==> config.mk <==
export PLATFORM = sky130hd
export DESIGN_NAME = dm_arbiter
export DESIGN_NICKNAME = d
export VERILOG_FILES = /design/src/rtl/dm_arbiter.sv
export SDC_FILE = /design/constraint.sdc
export NUM_CORES = 1
export LEC_CHECK = 0
export BUFFER_PORTS_ARGS = -buffer_cell sky130_fd_sc_hd__buf_2
export CAP_MARGIN = 40
export CORE_ASPECT_RATIO = 1.5
export CORE_MARGIN = 8
export CORE_UTILIZATION = 42
export CTS_CLUSTER_DIAMETER = 100
export DETAILED_ROUTE_END_ITERATION = 10
export MAX_ROUTING_LAYER = met4
export PLACE_DENSITY = 0.77
export SYNTH_ARGS = -nofsm -noshare
export SYNTH_HDL_FRONTEND = slang
export SYNTH_SLANG_ARGS = --single-unit
==> constraint.sdc <==
create_clock -name sys_clk -period 1.5 [get_ports sys_clk]
set_input_delay 0.3 -clock sys_clk [delete_from_list [all_inputs] [get_ports sys_clk]]
set_output_delay 0.3 -clock sys_clk [all_outputs]
set_load 0.01 [all_outputs]
==> src/rtl/dm_arbiter.sv <==
// Two-requester data-memory arbiter: processor (p_*) and DMA (x_*) share one
// memory port, round-robin on ties, with a per-transaction mrdy timeout.
module dm_arbiter #(
  parameter int unsigned TIMEOUT = 255
) (
  input  logic        sys_clk,
  input  logic        reset,
  input  logic        p_cs,
  input  logic        p_rd,
  input  logic        p_wr,
  input  logic [31:0] p_addr,
  input  logic [31:0] p_wdata,
  output logic        p_rdy,
  output logic        p_err,
  output logic [31:0] p_rdata,
  input  logic        x_cs,
  input  logic        x_rd,
  input  logic        x_wr,
  input  logic [31:0] x_addr,
  input  logic [31:0] x_wdata,
  output logic        x_rdy,
  output logic        x_err,
  output logic [31:0] x_rdata,
  output logic        dm_cs,
  output logic        dm_rd,
  output logic        dm_wr,
  output logic [31:0] dm_addr,
  output logic [31:0] dm_din,
  input  logic [31:0] dm_dout,
  input  logic        mrdy,
  output logic        owner,
  output logic        busy
);

  typedef enum logic [1:0] {
    IDLE    = 2'd0,
    BUSY    = 2'd1,
    RELEASE = 2'd2
  } state_t;

  localparam logic [15:0] LIMIT = 16'(TIMEOUT - 1);

  state_t      state;
  state_t      state_next;
  logic        last_grant;
  logic [15:0] count;
  logic        p_req;
  logic        x_req;
  logic        any_req;
  logic        grant_x;
  logic        sel_wr;
  logic        timeout_hit;

  // On a tie the requester that did not win last time gets the bus.
  always_comb begin
    p_req       = p_cs & (p_rd | p_wr);
    x_req       = x_cs & (x_rd | x_wr);
    any_req     = p_req | x_req;
    grant_x     = x_req & (~p_req | ~last_grant);
    sel_wr      = grant_x ? x_wr : p_wr;
    timeout_hit = (count == LIMIT);
    state_next  = state;
    case (state)
      IDLE:    if (any_req) state_next = BUSY;
      BUSY:    if (mrdy || timeout_hit) state_next = RELEASE;
      RELEASE: state_next = IDLE;
      default: state_next = IDLE;
    endcase
  end

  always_ff @(posedge sys_clk) begin
    if (reset) state <= IDLE;
    else       state <= state_next;
  end

  // Every output is a flop; completion pulses default low each cycle.
  always_ff @(posedge sys_clk) begin
    if (reset) begin
      p_rdy      <= 1'b0;
      p_err      <= 1'b0;
      p_rdata    <= '0;
      x_rdy      <= 1'b0;
      x_err      <= 1'b0;
      x_rdata    <= '0;
      dm_cs      <= 1'b0;
      dm_rd      <= 1'b0;
      dm_wr      <= 1'b0;
      dm_addr    <= '0;
      dm_din     <= '0;
      owner      <= 1'b0;
      busy       <= 1'b0;
      count      <= '0;
      last_grant <= 1'b1;
    end else begin
      p_rdy <= 1'b0;
      p_err <= 1'b0;
      x_rdy <= 1'b0;
      x_err <= 1'b0;
      case (state)
        IDLE: begin
          if (any_req) begin
            owner      <= grant_x;
            last_grant <= grant_x;
            busy       <= 1'b1;
            dm_cs      <= 1'b1;
            dm_wr      <= sel_wr;
            dm_rd      <= ~sel_wr;
            dm_addr    <= grant_x ? x_addr  : p_addr;
            dm_din     <= grant_x ? x_wdata : p_wdata;
            count      <= '0;
          end
        end
        BUSY: begin
          if (mrdy) begin
            dm_cs <= 1'b0;
            dm_rd <= 1'b0;
            dm_wr <= 1'b0;
            busy  <= 1'b0;
            if (owner) x_rdy <= 1'b1;
            else       p_rdy <= 1'b1;
            if (dm_rd) begin
              if (owner) x_rdata <= dm_dout;
              else       p_rdata <= dm_dout;
            end
          end else if (timeout_hit) begin
            dm_cs <= 1'b0;
            dm_rd <= 1'b0;
            dm_wr <= 1'b0;
            busy  <= 1'b0;
            if (owner) x_err <= 1'b1;
            else       p_err <= 1'b1;
          end else begin
            count <= count + 16'd1;
          end
        end
        default: ;
      endcase
    end
  end

endmodule
== Word-level counts from Yosys, hierarchy flattened ==
Index checks and enable logic that the tools add are counted.

* Register bits: 155
* Output and inout port bits: 137
* Logic and storage cells: 68

* Equal/unequal tests: 7
* Reductions and logical operators: 11
* Bitwise operators: 14
* Muxes and demuxes: 20
* Add/sub/neg operators: 1

{| class="wikitable"
|+ Operators with widths
! kind !! count
|-
| $mux 32 || 2
|-
| $mux 16 || 3
|-
| $pmux 16 s2 || 1
|-
| $add 16x1->16 const B || 1
|-
| $eq 16x8->1 const B || 1
|-
| $reduce_and 4->1 || 3
|-
| $mux 1 || 8
|-
| $ne 2x2->1 const B || 4
|-
| $not 1->1 || 7
|-
| $pmux 1 s2 || 3
|-
| $mux 2 || 2
|-
| $or 1x1->1 || 4
|-
| $pmux 2 s2 || 1
|-
| $reduce_and 2->1 || 2
|-
| $reduce_or 4->1 || 1
|-
| $and 1x1->1 || 3
|-
| $ne 3x3->1 const B || 1
|-
| $reduce_and 3->1 || 1
|-
| $reduce_or 3->1 || 1
|-
| $eq 2x1->1 const B || 1
|-
| $logic_not 2->1 || 1
|-
| $reduce_bool 2->1 || 1
|-
| $logic_or 1x1->1 || 1
|}

== Depth between registers and ports, before layout ==
Gate-level depths: netlist (run 1).

* Word-level depth: 9
* Depth in mapped cells: 7
* Mapped depth without buffers: 6

== Least setup slack after synthesis (run 1) ==
Ideal clock, no wire load.

* Kind: flip-flop to flip-flop
* From: reg state[0]
* To: reg count[6]
* Arrival: 1,474 ps
* Stages on the path, launching flop included: 6
* Required time: 1,380 ps
* Path slack: -94 ps
* Cells stage by stage: dfxtp_1 or3b_1 buf_6 a21oi_4 nor3_1 a211o_1

* Cells in the longest elaborated chain, start to end: 3
* Elaborated cells on any way between the ends: 8

{| class="wikitable"
|+ RTL lines
! element !! RTL line !! text
|-
| start, declared || 43 || <nowiki>state_t state;</nowiki>
|-
| start signal, assigned || 73 || <nowiki>else state <= state_next;</nowiki>
|-
| $eq 2x1->1 / $logic_not 2->1 (equally long branches) || 99 || <nowiki>case (state)</nowiki>
|-
| $ne 2x2->1 (no source line) / $reduce_bool 2->1 (equally long branches) || -- ||
|-
| $reduce_and 4->1 (no source line) || -- ||
|-
| end signal, assigned || 133 || <nowiki>count <= count + 16'd1;</nowiki>
|-
| end, declared || 46 || <nowiki>logic [15:0] count;</nowiki>
|}

Several ways; a longest one is shown, not always the timed one.
A chain may end at the register's enable or synchronous reset.

== Worst setup path in the final report (run 1) ==
* From: reg state[0]
* To: reg count[11]

The elaborated chain is that of the path after synthesis.

==> results of run 1 <==
report_power, final:
| group | internal [mW] | leakage (nW) | switching (mW) |
|---|---|---|---|
| logic | 1.06 | 3.09 | 1.14 |
| clock network | 2.59 | 0.297 | 1.80 |
| registers | 4.40 | 1.27 | 0.164 |
| total | 8.04 | 4.66 | 3.11 |
Yosys cell counts (all sizes together), types with 2 or more instances:
library cell  count  area share, %
a211o             3           0.41
a211oi           66            8.2
a21oi            79            6.4
a31oi             5           0.96
and3              8           0.78
and4              2           0.27
buf              25            2.4
clkbuf           27            1.6
dfxtp           155             49
ha                2           0.39
inv               7           0.41
mux2              3           0.53
mux2i            65             10
nand2           143            8.4
nand2b            3           0.29
nand3            13            1.0
nand4             4           0.39
nor2             85            5.1
nor2b             2           0.20
nor3              6           0.72
nor4              5           0.69
o21ai             8           0.69
o21bai            3           0.35
o22a              2           0.27
logic make-up (layout without fill, tap and decap cells):
| family | Yosys count | after routing | share of synthesized area (%) |
|---|---|---|---|
| flops | 155 | 155 | 48.6 |
| buf+inv | 59 | 428 | 4.37 |
| fa+ha+maj | 2 | 2 | 0.392 |
| compound gates | 169 | 169 | 17.6 |
| mux | 68 | 68 | 10.7 |
| simple gates | 274 | 274 | 18.2 |
| xor+xnor | 1 | 1 | 0.137 |
cell type report:
type                            instances  area [µm²]
Clock inverter                         13         154
Multi-Input combinational cell        514        3250
Clock buffer                           19         453
Fill cell                            1292        5240
Timing Repair Buffer                  389        2510
Inverter                                7        26.3
Tap cell                              199         249
Sequential cell                       155        3120
final timing paths:
check	from	cells past startpoint	to	slack, ns
worst max register to register	state[0]	5	count[11]	-0.1
worst min-delay path	dm_dout[0]	3	p_rdata[0]	0.14
worst min register to register	p_rdata[10]	2	p_rdata[10]	0.45
worst max-delay path	state[0]	5	count[11]	-0.1
per-layer routing:
metal	wire length, µm	up-vias	global-route usage [%]
met5	0	-	-
met4	592	0	6.88
met3	1800	42	5.54
met2	11600	317	37.0
met1	8800	3073	24.2
li1	-	3254	-
worst reg2reg max path, stage by stage (launching register included):
cell,delay [ns]
dfxtp_4,0.37
or3b_4,0.46
nor2_4,0.19
nand3_2,0.13
mux2_4,0.31
nor2_1,0.07
flip-flops by register name, summed over array words and instances, names as in the netlist:
name	cells
p_rdata	32
busy	1
x_rdata	32
x_err	1
dm_addr	32
dm_rd	1
last_grant	1
x_rdy	1
p_err	1
p_rdy	1
dm_wr	1
count	16
state	2
dm_din	32
owner	1
repair_timing:
action / 4_1_cts / 5_1_grt
gates resized for setup: 29 / 44
pin swaps: 13 / 26
setup endpoints to repair: 144 / 131
buffers inserted: 4 / 12
cloned: 1 / 9
==> results_dict.tcl, run 1 <==
set metrics [dict create \
    status "complete, but fails checks" \
    violations "setup timing" \
    critPathSlowestCell "or3b_4" \
    syn_area_mm2 0.00639 \
    synthDistinctLibCells 42 \
    die_area_mm2 0.0195 \
    wl_per_cell_um 17.5 \
    stdcell_count 1296 \
    vias_per_cell 5.16 \
    period_needed_ns 1.60 \
    htreeDepth 4 \
    routed_wl_mm 22.7 \
    place.gp.congestion 0.886 \
    avgSynthCellArea_um2 8.78 \
    hp-class "primary input to flip-flop" \
    io_buffers 305 \
    pin_count 306 \
    grt_start_max_net_pins 70 \
    p_leak_nw 4.66 \
    worst_slew_pin_slew_ns 0.409 \
    ir_drop_v 0.000660 \
    cp-end-kind "flip-flop" \
    synth-seq-cells 155 \
    post_dp_cell_area_mm2 0.00853 \
    syn_nets 899 \
    die_w_um 117 \
    crit_arrival_ns 1.94 \
    synth_cells 728 \
    grt_antenna_before_repair 0 \
    antenna_cells 0 \
    crit_path_max_incr_delay_ns 0.45 \
    design_area_mm2 0.00977 \
    mostFrequentLayoutCells "buf_2 (304), dfxtp_1 (145), nand2_1 (142)" \
    clock_skew_ns 0.0128 \
    synth_edf_count 0 \
    grt_pass1_vias 6605 \
    critPathLaunchType "flip-flop" \
    ant_nets 0 \
    cts_tree "done" \
    critical_path.top_delay_family "simple AND/OR/NAND/NOR gates" \
    initial_core_util_pct 42.6 \
    drv_cap 0 \
    drc 0 \
    required_ns 1.84 \
    fmax_mhz 627 \
    seq_area_frac_synth_pct 48.6 \
    slew_viol_final 0 \
    worstPathCellList "or3b_4, nor2_4, nand3_2, mux2_4, nor2_1" \
    area_growth_pct 52.9 \
    first_pass_iters 5 \
    clock_path_buffers 2 \
    dp_cells 1239 \
    relSlewSlack_pct 72.7 \
    synth_flop_cell "dfxtp_1" \
    grt_usage_pct 21.8 \
    cts_buffers 17 \
    path_class "flip-flop to flip-flop" \
    rsz0062_at_grt "yes" \
    synthArstFlopShare_pct 0 \
    drt_iter0_markers 454 \
    final_hold_viol_count 0 \
    setup_viol 18 \
    layout-drive-gt1-share_pct 44.5 \
    cts.reportedPaths.clkPinSlew_ns 0.06 \
    vias 6686 \
    tns_ns -0.669 \
    whs_ns 0.136 \
    cp_num_buf_inv 0 \
    hold_buffers 0 \
    crit_fanout 5 \
    finalPower_mw 11.1 \
    grt_pass1_wl_mm 32.8 \
    layout.nets 1255 \
    post-route-util_pct 65.1 \
    rows 55 \
    grt_overflow 0 \
    coreArea_mm2 0.0150 \
    clk_latency_ns 0.42 \
    die_h_um 167 \
    cts_root_buffer "clkbuf_16" \
    setup_slack_ns -0.0956 \
    hpwl_mm 16.1 \
    powerDensity_mw_per_mm2 1140 \
    ys_warn_count 0 \
    fin_crit_sh_pct 106 \
    cts.sinks 155 \
    final_common_cell "buf_2" \
    pre_cts_ws_ns -0.221 \
]
Power figures use the tool's default switching activity.
==> run 2, diff against run 1 <==
--- a/config.mk
+++ b/config.mk
@@ -10,3 +10,3 @@
 export CORE_ASPECT_RATIO = 1.5
-export CORE_MARGIN = 8
+export CORE_MARGIN = 3
 export CORE_UTILIZATION = 42
--- a/constraint.sdc
+++ b/constraint.sdc
@@ -3,2 +3,2 @@
 set_output_delay 0.3 -clock sys_clk [all_outputs]
-set_load 0.01 [all_outputs]
+set_load 0.02 [all_outputs]
==> run 2 against run 1 <==
Maximum frequency decreased by 5.8%. First-iteration DRC count decreased by 15%. Critical path type unchanged. Largest power group unchanged. Core utilization increased by 5.4 points. Highest routed layer unchanged. Sequential share of layout area decreased by 1.9 points. Sequential power about the same. Worst setup slack got worse by 0.098 ns. The flow still finishes with violations (setup timing).
==> results_dict.tcl, run 2 (synthesized netlist as in run 1, its figures left out) <==
set metrics [dict create \
    cts.reportedPaths.clkPinSlew_ns 0.07 \
    min_from "dm_dout[8]" \
    finalPower_mw 11.6 \
    die_h_um 157 \
    fin_crit_sh_pct 113 \
    hpwl_mm 16.1 \
    grt_start_max_net_pins 54 \
    powerDensity_mw_per_mm2 1110 \
    cts_buffers 17 \
    place.gp.congestion 0.883 \
    coreArea_mm2 0.0147 \
    seqPwrFrac_pct 39.6 \
    period_needed_ns 1.69 \
    vias 6985 \
    grt_usage_pct 25.0 \
    hp-class "primary input to flip-flop" \
    rsz0062_at_grt "yes" \
    required_ns 1.85 \
    final_common_cell "buf_2" \
    die_w_um 107 \
    path_class "flip-flop to flip-flop" \
    drt_iter0_markers 386 \
    worst_slew_pin_slew_ns 0.456 \
    cp-end-kind "flip-flop" \
    p_switching_mw 3.61 \
    power.internal_mw 7.94 \
    mostFrequentLayoutCells "buf_2 (304), dfxtp_1 (143), nand2_1 (125)" \
    cts_tree "done" \
    worstReg2RegStart "state[0]" \
    netSwitchingFraction_pct 31.2 \
    rr_endpoint "count[6]" \
    io_buffers 305 \
    status "complete, but fails checks" \
    p_leak_nw 4.82 \
    wl_met3_mm 1.71 \
    comb_power_share_pct 24.4 \
    rows 54 \
    grt_pass1_vias 6302 \
    slew_viol_final 0 \
    ir_drop_v 0.000686 \
    htreeDepth 4 \
    crit_fanout 6 \
    setup_slack_ns -0.193 \
    tns_ns -1.59 \
    relSlewSlack_pct 69.5 \
    clkPwrFrac_pct 36.0 \
    clock_path_buffers 2 \
    clock_skew_ns 0.0114 \
    ant_nets 0 \
    worstPathCellList "or3b_1, buf_6, a31oi_4, nor3_4, buf_12, nor4_4, a211o_1" \
    critPathSlowestCell "dfxtp_2" \
    cts_root_buffer "clkbuf_16" \
    holdPathStages 3 \
    vias_per_cell 5.34 \
    initial_core_util_pct 43.4 \
    fillCellCount 1124 \
    top_layer "met4" \
    final_hold_viol_count 0 \
    post-route-util_pct 70.5 \
    critPathLaunchType "flip-flop" \
    drv_cap 0 \
    r2r_slack_ns -0.19 \
    grt_antenna_before_repair 2 \
    setup_viol 50 \
    layout-drive-gt1-share_pct 51.6 \
    routed_wl_mm 24.6 \
    wl_met2_mm 13.0 \
    first_pass_iters 5 \
    area_growth_pct 62.5 \
    crit_arrival_ns 2.04 \
    wl_per_cell_um 18.8 \
    clk_latency_ns 0.41 \
    worst_r2r_path_depth 7 \
    hold_path_end "p_rdata[8]" \
    violations "setup timing" \
    layout.nets 1268 \
    die_area_mm2 0.0168 \
    wl_met1_mm 9.42 \
    pin_count 306 \
    drc 0 \
    crit_path_max_incr_delay_ns 0.36 \
    fmax_mhz 591 \
    grt_pass1_wl_mm 31.7 \
    grt_overflow 0 \
    cts.sinks 155 \
]
run 2: cell count changes in the layout (fill, tap and decap cells not counted), sizes merged:
cell	delta
buf	+6
clkbuf	+6
inv	+3
bufinv	-2
diode	+2
clkinv	+1
clkinvlp	-1
run 2: final cells by class:
| cell class | count | area, µm² | share of cell area [%] |
|---|---|---|---|
| timing repair buffer | 402 | 2830 | 27.2 |
| clock buffer | 18 | 439 | 4.23 |
| multi-input combinational | 514 | 3590 | 34.5 |
| clock inverter | 14 | 130 | 1.25 |
| antenna | 2 | 5.00 | 0.0482 |
| sequential | 155 | 3120 | 30.1 |
| inverter | 7 | 26.3 | 0.253 |
| tap | 196 | 245 | 2.36 |
run 2: what timing repair did:
item,CTS,global route
hold buffers,0,0
resized for setup,30,142
endpoints found under the setup margin,86,115
cloned,1,19
buffers inserted,6,16
pin swaps,15,85
run 2: routing by layer:
metal | global-route usage, % | vias up
met5 | - | -
met4 | 9.26 | 0
met3 | 5.79 | 37
met2 | 43.8 | 321
met1 | 27.5 | 3341
li1 | - | 3286
run 2: stage by stage:
stage	hold slack (ns)	std cells	cell area, µm²	setup WS (ns)
floorplan	0.379	728	6410	-0.0302
global placement	0.438	1235	8520	-0.200
detailed placement	0.444	1235	8520	-0.218
CTS	0.116	1274	9280	-0.119
global route	0.122	1308	10400	-0.216
finish	0.131	1308	10400	-0.193
run 2: worst max-delay path by stage:
stage | start | to | slack (ns)
finish | state[0] | count[6] | -0.19
detailed placement | mrdy | count[2] | -0.22
global placement | mrdy | count[3] | -0.20
CTS | count[13] | count[2] | -0.12
floorplan | state[0] | count[1] | -0.03
global route | state[0] | count[6] | -0.22
run 2: worst max-delay path: cells and delay by family (launching register included):
| family | cells | cell delay (ns) |
|---|---|---|
| flops | 1 | 0.36 |
| buf+inv | 2 | 0.30 |
| compound gates | 2 | 0.29 |
| simple gates | 3 | 0.68 |
run 2: power by group through the flow:
stage	combinational (mW)	clock, mW	sequential (mW)
floorplan	0.887	0	4.96
global placement	2.08	0	4.64
detailed placement	2.12	0	4.64
CTS	2.17	4.23	4.56
global route	2.99	4.39	4.60
finish	2.82	4.16	4.57
